### config.mk
export PLATFORM = sky130hd
export DESIGN_NAME = axis_pixel_binarizer_packer_flat
export DESIGN_NICKNAME = d
export VERILOG_FILES = /design/src/rtl/axis_pixel_binarizer_packer_pkg.sv /design/src/rtl/axis_pixel_binarizer_packer_if.sv /design/src/rtl/axis_pixel_binarizer_packer_out_reg_slice.sv /design/src/rtl/axis_pixel_binarizer_packer.sv /design/src/flat_wrapper.sv
export SDC_FILE = /design/constraint.sdc
export NUM_CORES = 1
export LEC_CHECK = 0
export ABC_AREA = 1
export CAP_MARGIN = 20
export CELL_PAD_IN_SITES_DETAIL_PLACEMENT = 1
export CELL_PAD_IN_SITES_GLOBAL_PLACEMENT = 2
export CORE_ASPECT_RATIO = 0.8
export CORE_UTILIZATION = 31
export DETAILED_ROUTE_END_ITERATION = 10
export PLACE_DENSITY_LB_ADDON = 0.1
export REMOVE_ABC_BUFFERS = 1
export SYNTH_ARGS = -nofsm -noshare
export SYNTH_HDL_FRONTEND = slang
export SYNTH_SLANG_ARGS = --single-unit
### constraint.sdc
create_clock -name axi_clk -period 2.2 [get_ports axi_clk]
set_clock_uncertainty 0.2 [all_clocks]
set_input_delay 0.22 -clock axi_clk [delete_from_list [all_inputs] [get_ports axi_clk]]
set_output_delay 0.22 -clock axi_clk [all_outputs]
set_load 0.1 [all_outputs]
### src/rtl/axis_pixel_binarizer_packer_pkg.sv
// Shared constants, state encoding and sizing helper for the pixel binarizer/packer
// and the classifier wrapper it feeds.
package axis_pixel_binarizer_packer_pkg;

  localparam int unsigned PIX_WIDTH_DEF              = 8;
  localparam int unsigned DATA_WIDTH_DEF             = 32;
  localparam int unsigned NUM_PIXELS_DEF             = 784;
  localparam int unsigned NUMBER_OF_OUTPUT_WORDS_DEF = 32;
  localparam int unsigned THRESHOLD_DEF              = 128;

  typedef enum logic [1:0] {
    ST_ACCEPT = 2'b00,
    ST_PAD    = 2'b01,
    ST_DROP   = 2'b10
  } state_e;

  // Bits needed to hold 0..v-1 (at least 1).
  function automatic int unsigned clogb2(input int unsigned v);
    int unsigned r;
    r = 0;
    for (int i = 0; i < 32; i++) begin
      if ((64'(1) << i) < 64'(v)) r = i + 1;
    end
    if (r == 0) r = 1;
    return r;
  endfunction

endpackage

### src/rtl/axis_pixel_binarizer_packer_if.sv
// AXI4-Stream style handshake bundle (valid/data/last/ready).
// master: drives valid/data/last, samples ready. slave: the reverse.
interface axis_pixel_binarizer_packer_if #(
  parameter int unsigned W = 8
);
  logic         valid;
  logic [W-1:0] data;
  logic         last;
  logic         ready;

  modport master (output valid, output data, output last, input ready);
  modport slave  (input valid, input data, input last, output ready);
endinterface

### src/rtl/axis_pixel_binarizer_packer_out_reg_slice.sv
// axis_out_reg_slice: single-entry registered output stage.
// Ports: clk_i, rst_ni (sync, active-low), load_i/data_i/last_i (word to load),
//        free_c (register can accept a word this cycle), m_axis (master stream).
module axis_out_reg_slice
  import axis_pixel_binarizer_packer_pkg::*;
#(
  parameter int unsigned DATA_WIDTH = DATA_WIDTH_DEF
) (
  input  logic                  clk_i,
  input  logic                  rst_ni,
  input  logic                  load_i,
  input  logic [DATA_WIDTH-1:0] data_i,
  input  logic                  last_i,
  output logic                  free_c,
  axis_pixel_binarizer_packer_if.master m_axis
);

  logic                  valid_q;
  logic [DATA_WIDTH-1:0] data_q;
  logic                  last_q;

  // Free when empty or draining this edge, so load and drain can overlap.
  assign free_c = !valid_q || m_axis.ready;

  always_ff @(posedge clk_i) begin
    if (!rst_ni) begin
      valid_q <= 1'b0;
      data_q  <= '0;
      last_q  <= 1'b0;
    end else if (load_i && free_c) begin
      valid_q <= 1'b1;
      data_q  <= data_i;
      last_q  <= last_i;
    end else if (m_axis.ready) begin
      valid_q <= 1'b0;
      last_q  <= 1'b0;
    end
  end

  assign m_axis.valid = valid_q;
  assign m_axis.data  = data_q;
  assign m_axis.last  = last_q;

endmodule

### src/rtl/axis_pixel_binarizer_packer.sv
// axis_pixel_binarizer_packer: thresholds an 8-bit pixel stream into bits, packs
// them LSB-first into words and zero-pads every image to a fixed-length frame.
// Ports: axi_clk, axi_reset_n (sync, active-low), s_axis (pixel stream in),
//        m_axis (packed word stream out, last on final word of each frame).
// Optional PACKER_STATS_EN: adds img_count, short_count, long_count (saturating).
module axis_pixel_binarizer_packer
  import axis_pixel_binarizer_packer_pkg::*;
#(
  parameter int unsigned PIX_WIDTH              = PIX_WIDTH_DEF,
  parameter int unsigned DATA_WIDTH             = DATA_WIDTH_DEF,
  parameter int unsigned NUM_PIXELS             = NUM_PIXELS_DEF,
  parameter int unsigned NUMBER_OF_OUTPUT_WORDS = NUMBER_OF_OUTPUT_WORDS_DEF,
  parameter int unsigned THRESHOLD              = THRESHOLD_DEF
) (
  input  logic axi_clk,
  input  logic axi_reset_n,
  axis_pixel_binarizer_packer_if.slave  s_axis,
  axis_pixel_binarizer_packer_if.master m_axis
`ifdef PACKER_STATS_EN
  ,
  output logic [15:0] img_count,
  output logic [15:0] short_count,
  output logic [15:0] long_count
`endif
);

  localparam int unsigned PCW = clogb2(NUM_PIXELS);
  localparam int unsigned BCW = clogb2(DATA_WIDTH);
  localparam int unsigned WCW = clogb2(NUMBER_OF_OUTPUT_WORDS);

  state_e                state_q, state_d;
  logic [DATA_WIDTH-1:0] acc_q, acc_d;
  logic [BCW-1:0]        bit_cnt_q, bit_cnt_d;
  logic [WCW-1:0]        word_cnt_q, word_cnt_d;
  logic [PCW-1:0]        pix_cnt_q, pix_cnt_d;
  logic                  drop_pend_q, drop_pend_d;

  logic                  free_c;
  logic                  s_ready_c;
  logic                  accept_c;
  logic                  load_c;
  logic [DATA_WIDTH-1:0] ld_data_c;
  logic                  ld_last_c;

  logic                  pix_bit_c;
  logic [DATA_WIDTH-1:0] acc_new_c;
  logic                  at_np_c;
  logic                  word_full_c;
  logic                  last_word_c;

  assign pix_bit_c   = (s_axis.data >= PIX_WIDTH'(THRESHOLD));
  assign acc_new_c   = pix_bit_c ? (acc_q | (DATA_WIDTH'(1) << bit_cnt_q)) : acc_q;
  assign at_np_c     = (pix_cnt_q == PCW'(NUM_PIXELS - 1));
  assign word_full_c = (bit_cnt_q == BCW'(DATA_WIDTH - 1));
  assign last_word_c = (word_cnt_q == WCW'(NUMBER_OF_OUTPUT_WORDS - 1));

  // Ready is held low throughout reset regardless of state.
  assign s_axis.ready = s_ready_c && axi_reset_n;

  // State and counter registers.
  always_ff @(posedge axi_clk) begin
    if (!axi_reset_n) begin
      state_q     <= ST_ACCEPT;
      acc_q       <= '0;
      bit_cnt_q   <= '0;
      word_cnt_q  <= '0;
      pix_cnt_q   <= '0;
      drop_pend_q <= 1'b0;
    end else begin
      state_q     <= state_d;
      acc_q       <= acc_d;
      bit_cnt_q   <= bit_cnt_d;
      word_cnt_q  <= word_cnt_d;
      pix_cnt_q   <= pix_cnt_d;
      drop_pend_q <= drop_pend_d;
    end
  end

  // Next-state, packing and output-register load control.
  always_comb begin
    state_d     = state_q;
    acc_d       = acc_q;
    bit_cnt_d   = bit_cnt_q;
    word_cnt_d  = word_cnt_q;
    pix_cnt_d   = pix_cnt_q;
    drop_pend_d = drop_pend_q;
    s_ready_c   = 1'b0;
    accept_c    = 1'b0;
    load_c      = 1'b0;
    ld_data_c   = '0;
    ld_last_c   = 1'b0;

    unique case (state_q)
      ST_ACCEPT: begin
        s_ready_c = free_c;
        if (s_axis.valid && free_c) begin
          accept_c  = 1'b1;
          pix_cnt_d = pix_cnt_q + PCW'(1);
          if (word_full_c || at_np_c || s_axis.last) begin
            load_c     = 1'b1;
            ld_data_c  = acc_new_c;
            acc_d      = '0;
            bit_cnt_d  = '0;
            word_cnt_d = word_cnt_q + WCW'(1);
          end else begin
            acc_d     = acc_new_c;
            bit_cnt_d = bit_cnt_q + BCW'(1);
          end
          if (at_np_c || s_axis.last) begin
            pix_cnt_d = '0;
            if (last_word_c) begin
              // Image filled the whole frame: no padding needed.
              ld_last_c  = 1'b1;
              word_cnt_d = '0;
              state_d    = s_axis.last ? ST_ACCEPT : ST_DROP;
            end else begin
              // Reaching the pixel limit without last means the tail must be dropped.
              drop_pend_d = !s_axis.last;
              state_d     = ST_PAD;
            end
          end
        end
      end

      ST_PAD: begin
        if (free_c) begin
          load_c     = 1'b1;
          word_cnt_d = word_cnt_q + WCW'(1);
          if (last_word_c) begin
            ld_last_c   = 1'b1;
            word_cnt_d  = '0;
            drop_pend_d = 1'b0;
            state_d     = drop_pend_q ? ST_DROP : ST_ACCEPT;
          end
        end
      end

      ST_DROP: begin
        s_ready_c = 1'b1;
        if (s_axis.valid && s_axis.last) state_d = ST_ACCEPT;
      end

      default: state_d = ST_ACCEPT;
    endcase
  end

  axis_out_reg_slice #(
    .DATA_WIDTH (DATA_WIDTH)
  ) u_out_reg (
    .clk_i  (axi_clk),
    .rst_ni (axi_reset_n),
    .load_i (load_c),
    .data_i (ld_data_c),
    .last_i (ld_last_c),
    .free_c (free_c),
    .m_axis (m_axis)
  );

`ifdef PACKER_STATS_EN
  logic [15:0] img_cnt_q, short_cnt_q, long_cnt_q;
  logic        ev_frame_c, ev_short_c, ev_long_c;

  assign ev_frame_c = load_c && ld_last_c;
  assign ev_short_c = accept_c && s_axis.last && !at_np_c;
  assign ev_long_c  = (state_d == ST_DROP) && (state_q != ST_DROP);

  // Saturating event counters.
  always_ff @(posedge axi_clk) begin
    if (!axi_reset_n) begin
      img_cnt_q   <= '0;
      short_cnt_q <= '0;
      long_cnt_q  <= '0;
    end else begin
      if (ev_frame_c && img_cnt_q != 16'hFFFF)   img_cnt_q   <= img_cnt_q + 16'd1;
      if (ev_short_c && short_cnt_q != 16'hFFFF) short_cnt_q <= short_cnt_q + 16'd1;
      if (ev_long_c && long_cnt_q != 16'hFFFF)   long_cnt_q  <= long_cnt_q + 16'd1;
    end
  end

  assign img_count   = img_cnt_q;
  assign short_count = short_cnt_q;
  assign long_count  = long_cnt_q;
`endif

endmodule

### src/flat_wrapper.sv
// flat-port wrapper written by rule: the top's interface ports become plain ports
module axis_pixel_binarizer_packer_flat import axis_pixel_binarizer_packer_pkg::*;
#(
  parameter int unsigned PIX_WIDTH              = PIX_WIDTH_DEF,
  parameter int unsigned DATA_WIDTH             = DATA_WIDTH_DEF,
  parameter int unsigned NUM_PIXELS             = NUM_PIXELS_DEF,
  parameter int unsigned NUMBER_OF_OUTPUT_WORDS = NUMBER_OF_OUTPUT_WORDS_DEF,
  parameter int unsigned THRESHOLD              = THRESHOLD_DEF
)
  (axi_clk, axi_reset_n, s_axis_valid, s_axis_data, s_axis_last, s_axis_ready, m_axis_valid, m_axis_data, m_axis_last, m_axis_ready);
  axis_pixel_binarizer_packer_if #(.W(8)) s_axis_i ();
  axis_pixel_binarizer_packer_if #(.W(32)) m_axis_i ();
  input  logic axi_clk;
  input  logic axi_reset_n;
  input wire logic [$bits(s_axis_i.valid)-1:0] s_axis_valid;
  input wire logic [$bits(s_axis_i.data)-1:0] s_axis_data;
  input wire logic [$bits(s_axis_i.last)-1:0] s_axis_last;
  output wire logic [$bits(s_axis_i.ready)-1:0] s_axis_ready;
  output wire logic [$bits(m_axis_i.valid)-1:0] m_axis_valid;
  output wire logic [$bits(m_axis_i.data)-1:0] m_axis_data;
  output wire logic [$bits(m_axis_i.last)-1:0] m_axis_last;
  input wire logic [$bits(m_axis_i.ready)-1:0] m_axis_ready;
  assign s_axis_i.valid = s_axis_valid;
  assign s_axis_i.data = s_axis_data;
  assign s_axis_i.last = s_axis_last;
  assign s_axis_ready = s_axis_i.ready;
  assign m_axis_valid = m_axis_i.valid;
  assign m_axis_data = m_axis_i.data;
  assign m_axis_last = m_axis_i.last;
  assign m_axis_i.ready = m_axis_ready;
  axis_pixel_binarizer_packer #(.PIX_WIDTH(PIX_WIDTH), .DATA_WIDTH(DATA_WIDTH), .NUM_PIXELS(NUM_PIXELS), .NUMBER_OF_OUTPUT_WORDS(NUMBER_OF_OUTPUT_WORDS), .THRESHOLD(THRESHOLD)) u_core (.axi_clk(axi_clk), .axi_reset_n(axi_reset_n), .s_axis(s_axis_i), .m_axis(m_axis_i));
endmodule
=== Yosys cells after proc, flatten, opt, wreduce, memory -nomap -nowiden ===
Index checks and enable logic that the tools add are counted.

* Register bits after elaboration: 89
* Bits of input ports: 13
* Output and inout port bits: 35
* Logic and storage cells: 85

* Muxes and demuxes: 42
* Bitwise logic cells: 1
* Add/sub/neg operators: 3
* Order comparisons: 1
* Reductions and logical operators: 17
* Shift operators: 1
* Eq/ne operators: 11

{| class="wikitable"
|+ Operator list
! cell !! count
|-
| 2-to-1 mux 32 bit || 5
|-
| 2-to-1 mux 5 bit || 7
|-
| bitwise OR 32 bit || 1
|-
| << shifter 1 x 5 -> 32 bit, first input constant || 1
|-
| 2-to-1 mux 2 bit || 8
|-
| 2-to-1 mux 1 bit || 15
|-
| adder 10 x 1 -> 10 bit, second input constant || 1
|-
| adder 5 x 1 -> 5 bit, second input constant || 2
|-
| equality test 10 bit, second input constant || 1
|-
| equality test 5 bit, second input constant || 2
|-
| 2-to-1 mux 10 bit || 1
|-
| != test 2 x 1 -> 1 bit, second input constant || 5
|-
| one-hot mux 5 bit (2 select lines) || 1
|-
| >= comparator 8 bit, second input constant || 1
|-
| one-hot mux 1 bit (2 select lines) || 4
|-
| one-hot mux 2 bit (3 select lines) || 1
|-
| AND reduction 6 bit || 1
|-
| AND reduction 5 bit || 1
|-
| logical AND 1 bit || 4
|-
| logical OR 1 bit || 4
|-
| nonzero test 2 bit || 2
|-
| AND reduction 3 bit || 1
|-
| equality test 2 x 1 -> 1 bit, second input constant || 1
|-
| equality test 2 bit, second input constant || 1
|-
| 4 further kinds || 5
|}

=== Depth between registers and ports, before layout ===
* Depth after elaboration: 8
* Gate-level depth with buffers: 12

=== Modules after synthesis ===
Synthesis repeated with hierarchy kept, for this count alone.

* Cell total of the unflattened synthesis: 621
* Area, all modules: 4416.7 um2

{| class="wikitable"
|+ Modules (own cells, without submodules)
! module !! area an instance (um2) !! seq. area each (um2) !! cells an instance !! instances
|-
| axis_pixel_binarizer_packer || 2892.8 || 1101.1 || 398 || 1
|-
| axis_out_reg_slice || 1524.0 || 680.7 || 223 || 1
|}

=== Least setup slack after synthesis ===
Ideal clock, no wire load.

* Path type: flip-flop to flip-flop
* Start: reg u_core.u_out_reg.valid_q (netlist: u_core.u_out_reg.m_axis.valid)
* End: reg u_core.u_out_reg.data_q[18] (netlist: u_core.u_out_reg.m_axis.data[18])
* Required time: 1932 ps
* Slack: -156 ps
* Data arrival time: 2089 ps
* Cell stages (with the launch flop): 8
* Period minus slack after synthesis: 2356 ps
* Path through: dfxtp_1 -> nand2_1 -> nand4_1 -> nand2_1 -> nand2_1 -> buf_2 -> nand2_1 -> a21oi_2

* Longest elaborated chain between the ends: 6

{| class="wikitable"
|+ RTL lines
! item !! line !! source
|-
| start: declaration || axis_pixel_binarizer_packer_out_reg_slice.sv:18 || <nowiki>logic valid_q;</nowiki>
|-
| start signal: assignment || axis_pixel_binarizer_packer_out_reg_slice.sv:27 || <nowiki>valid_q <= 1'b0;</nowiki>
|-
| start signal: assignment || axis_pixel_binarizer_packer_out_reg_slice.sv:31 || <nowiki>valid_q <= 1'b1;</nowiki>
|-
| start signal: assignment || axis_pixel_binarizer_packer_out_reg_slice.sv:35 || <nowiki>valid_q <= 1'b0;</nowiki>
|-
| zero test 1 bit * || axis_pixel_binarizer_packer_out_reg_slice.sv:23 || <nowiki>assign free_c = !valid_q || m_axis.ready;</nowiki>
|-
| logical OR 1 bit * || axis_pixel_binarizer_packer_out_reg_slice.sv:23 ||
|-
| logical AND 1 bit || axis_pixel_binarizer_packer.sv:96 || <nowiki>if (s_axis.valid && free_c) begin</nowiki>
|-
| 2-to-1 mux 1 bit || axis_pixel_binarizer_packer.sv:96 ||
|-
| one-hot mux 1 bit (2 select lines) || axis_pixel_binarizer_packer.sv:93 || <nowiki>unique case (state_q)</nowiki>
|-
| logical AND 1 bit || axis_pixel_binarizer_packer_out_reg_slice.sv:30 || <nowiki>end else if (load_i && free_c) begin</nowiki>
|-
| end signal: assignment || axis_pixel_binarizer_packer_out_reg_slice.sv:32 || <nowiki>data_q <= data_i;</nowiki>
|-
| end: declaration || axis_pixel_binarizer_packer_out_reg_slice.sv:19 || <nowiki>logic [DATA_WIDTH-1:0] data_q;</nowiki>
|}

Every way passes the cells marked *; elsewhere a longest branch is shown, timed or not.
A chain may end at the register's enable or synchronous reset.

=== Final worst setup path ===
* Start: reg u_core.word_cnt_q[1]
* End: reg u_core.state_q[0]

* Longest elaborated chain between the ends: 5

{| class="wikitable"
|+ RTL lines
! item !! line !! source
|-
| start: declaration || axis_pixel_binarizer_packer.sv:34 || <nowiki>logic [WCW-1:0] word_cnt_q, word_cnt_d;</nowiki>
|-
| start signal: assignment || axis_pixel_binarizer_packer.sv:73 || <nowiki>word_cnt_q <= word_cnt_d;</nowiki>
|-
| equality test 5 bit * || axis_pixel_binarizer_packer.sv:55 || <nowiki>assign last_word_c = (word_cnt_q == WCW'(NUMBER_OF_OUTPUT_WORDS - 1));</nowiki>
|-
| 2-to-1 mux 2 bit || axis_pixel_binarizer_packer.sv:111 || <nowiki>if (last_word_c) begin</nowiki>
|-
| 2-to-1 mux 2 bit || axis_pixel_binarizer_packer.sv:109 || <nowiki>if (at_np_c || s_axis.last) begin</nowiki>
|-
| 2-to-1 mux 2 bit || axis_pixel_binarizer_packer.sv:96 ||
|-
| one-hot mux 2 bit (3 select lines) || axis_pixel_binarizer_packer.sv:93 ||
|-
| end signal: assignment || axis_pixel_binarizer_packer.sv:70 || <nowiki>state_q <= state_d;</nowiki>
|-
| end: declaration || axis_pixel_binarizer_packer.sv:31 || <nowiki>state_e state_q, state_d;</nowiki>
|}

Every way passes the cells marked *; elsewhere a longest branch is shown, timed or not. The select of a mux whose other input is x is not followed.

==> summary by stage <==
Detailed routing
The total wire length after detailed routing is 10.8 mm. After detailed routing, the number of vias per cell comes to 4.66. The first TritonRoute pass finished after 6 iterations. Dividing the detail-routed wire length by the instance count gives 13.5 um. The antenna violation net count after detailed routing is 0. The DRC marker count from the first detailed-route iteration is 165. The via count is 3718. After detailed routing, the number of remaining DRC violations is 0.

Timing
The fraction of the cycle the final worst path needs is 0.935. The max-slew violation count came to 0. The minimum period implied by the final worst setup slack is 2060 ps.

Setup repair after global routing left no endpoint under its margin. The setup violation total in the final timing report is 0. The final hold violation count is 0. The worst pin sits at a relative slew slack of 0.758. The highest clock frequency the design can meet is 0.486 GHz. The final worst hold slack is 260 ps. The slew of the pin with the lowest slew margin is 363 ps.

Pwr
The worst voltage drop across the vdd grid is 0.423 mV. The total power divided by cell area is 1010 mW/mm^2. The analysis attributes to cell leakage a power of 0.00229 uW.

Synth
After synthesis the cells add up to 0.00401 mm^2. After technology mapping, the gate count stands at 563. The number of unique standard cell types used by synthesis is 32. In this run, synthesis inferred 0 flip-flops with an integrated enable. Of the post-synthesis cell area, the dominant cell type holds 0.444. Summed over all instances, the cell type with the most area after synthesis is dfxtp_1. The most frequent cell after synthesis is nand2_1. The mean area per synthesized cell is 7.12 um^2.

The share of the Yosys chip area taken by registers is 0.444. After synthesis, the most frequently instantiated cells are 117 x nand2_1, 89 x dfxtp_1, 78 x inv_1. Synthesis inferred 89 register bits. The dominant synthesized flop cell is dfxtp_1. The async set or reset register ratio after synthesis is 0.

After synthesis, the cell types taking the most area are dfxtp_1 44%, nand2_1 11%, a21oi_1 9.1%. During synthesis, Yosys emitted a total of 0 warnings.

Placement
The congestion estimate from routability-driven global placement came to 0.796. After detailed placement, the total cell area comes to 0.00468 mm^2. The estimated wirelength of the detail-placed design is 7.73 mm.

Port buffering added 40 buffers. The number of placed instances, taps included, is 781.

CTS
The total clock buffers created by CTS is 9. Once the clock tree was built, the setup fixing pass inserted 0 buffers. The clock transition at the registers of the reported paths is 70 ps.

Counting every sink on the clock net gives 89. Buffers inserted to repair hold after CTS numbered 0. The maximum root-to-sink buffer count is 2. The CTS tree is done. The number of gates given a new drive strength after cts is 0. The H-tree was split into 3 levels. The clock root buffer master is clkbuf_16. The clock insertion delay at the later pin of the skew report is 350 ps.

Worst hold path
The class of the tightest hold or removal check is reg2reg. The worst min-delay path endpoint is u_core.u_out_reg.m_axis.data[23]. The worst hold path begins at u_core.u_out_reg.m_axis.data[23]. The cell count of the worst hold path is 2.

Floorplanning
From left edge to right edge, the die measures 129 um. After floorplanning, the core was sized to cover 0.0124 mm^2. The initial utilization of the core area, before any placement, comes to 0.324.

The number of placed I/O pins is 48. Measured along the y axis, the die boundary spans 104 um. The number of standard-cell rows in the floorplan is 36. The die footprint is 0.0134 mm^2.

Worst setup path
Measured in cells, the most critical reg-to-reg path has a length of 10. The startpoint type of the worst setup path is a flop. The cell family contributing the most delay on the critical path is simple AND/OR/NAND/NOR gates. On the worst path, the slowest cell contributes a delay of 380 ps.

Tracing the worst setup path back leads to its startpoint at u_core.word_cnt_q[1]. The critical register-to-register path endpoint is u_core.state_q[0]. The endpoint class of the critical path is a flop. The cell at the slowest stage of the critical path is dfxtp_1.

Setup slack on the worst reg-to-reg path comes out at 140 ps. The critical path buffer and inverter count is 1. The largest fanout of any net on the critical path is 4. The reg-to-reg startpoint is u_core.word_cnt_q[1]. The critical path data arrival time is 2100 ps. The data required time of the worst path is 2240 ps. Walking the worst path, the cells encountered are ha_1 -> nand2_1 -> nor2_1 -> ha_1 -> inv_1 -> nand2_1 -> nand3_1 -> nand3b_1 -> o21ai_0 -> nor2_1.

The startpoint-to-endpoint class of the critical path is reg2reg.

GRT
The number of global-route vias before repair is 3717. The global-route wire length before repair is 18.1 mm. Summed over all layers, the global routing overflow is 0. Entering global routing, the biggest net connects 31 pins.

Across every metal layer, demand over resource in global routing totals 0.172. The number of antenna violations at the first check in global routing is 0.

Layout
The filler-free cell count of the finished design is 797. In the final layout, the multi-input gates occupy 0.00182 mm^2. The repair_antennas step left the layout with diodes totalling 0. For this run, the post-layout net count is 644.

The cell area after layout is 0.00499 mm^2. From synthesis to final layout, the design area changed by 24.5%. The final-layout fill cell count is 1551. The fraction of layout cells with a size suffix above 1 is 0.144. Registers take 0.00178 mm^2.

Outcome
The flow ran to the end, and the final reports show no timing, DRC or antenna violations.

Run
The number of maximum-capacitance constraint violations is 0.
worst reg2reg max path: cells and delay by family, from the launching register on:
family                   cells  cell delay [ps]
AND/OR/NAND/NOR              6              690
adder cells (fa/ha/maj)      2              390
flip-flops                   1              380
AO/OA/AOI/OAI                1              220
buffers and inverters        1               50
power breakdown:
group | internal [uW] | total (uW) | switching, uW
registers | 1730 | 1840 | 101
logic | 512 | 1590 | 1080
clock network | 989 | 1640 | 649
total | 3240 | 5060 | 1830
layout make-up:
class	count	area share
clock buffer	10	0.0459
clock inverter	6	0.0165
inverter	81	0.0609
multi-input combinational	372	0.364
sequential	89	0.357
tap	171	0.0429
timing repair buffer	68	0.113
metrics by stage:
| stage | utilization | power, uW | setup slack, ps | setup TNS [ps] |
|---|---|---|---|---|
| 3_5_place_dp | 0.377 | 3470 | 76.2 | 0 |
| 5_1_grt | 0.403 | 5380 | 8.68 | 0 |
| 6_report | 0.403 | 5060 | 143 | 0 |
| 3_3_place_gp | 0.377 | 3430 | 78.8 | 0 |
| 2_1_floorplan | - | 2830 | -679 | -44580 |
| 4_1_cts | 0.403 | 5140 | 93.8 | 0 |
kinds of logic after synthesis:
family          count (synthesis)  synth area share
buf+inv                       102             0.103
simple gates                  230             0.244
xor+xnor                        4           0.00874
compound gates                128             0.169
fa+ha+maj                      10            0.0312
flops                          89             0.444
state kept, by name, summed over array words and instances, names as in the netlist:
name,count
u_core.acc_q,32
u_core.u_out_reg.m_axis.data,32
u_core.u_out_reg.m_axis.valid,1
u_core.state_q,2
u_core.u_out_reg.m_axis.last,1
u_core.bit_cnt_q,5
u_core.pix_cnt_q,10
u_core.drop_pend_q,1
u_core.word_cnt_q,5
worst max path at each step:
stage / end / cells after the start
4_1_cts: u_core.u_out_reg.m_axis.data[11] / 10
3_5_place_dp: u_core.u_out_reg.m_axis.data[1] / 8
6_report: u_core.state_q[0] / 10
2_1_floorplan: u_core.u_out_reg.m_axis.data[17] / 6
5_1_grt: u_core.state_q[0] / 10
3_3_place_gp: u_core.pix_cnt_q[7] / 10
placed cells by master (no fill, tap or decap), types with 3 or more instances in the layout:
cell type,instances
a21oi_1,73
buf_12,3
buf_4,59
clkbuf_16,9
clkdlybuf4s50_1,5
clkinv_2,3
dfxtp_1,89
ha_1,10
inv_1,77
inv_2,3
nand2_1,117
nand3_1,25
nand4_1,8
nor2_1,65
nor3_1,6
o211ai_1,5
o21ai_0,41
o21bai_1,3
xor2_1,3
layer usage:
layer | GRT usage | wire length (um) | vias to the layer above
met5 | 0 | 0 | -
met4 | 0.0580 | 140 | 0
met3 | 0.0403 | 301 | 8
met2 | 0.257 | 4540 | 35
met1 | 0.240 | 5770 | 1757
li1 | - | - | 1918
Power figures use the tool's default switching activity.
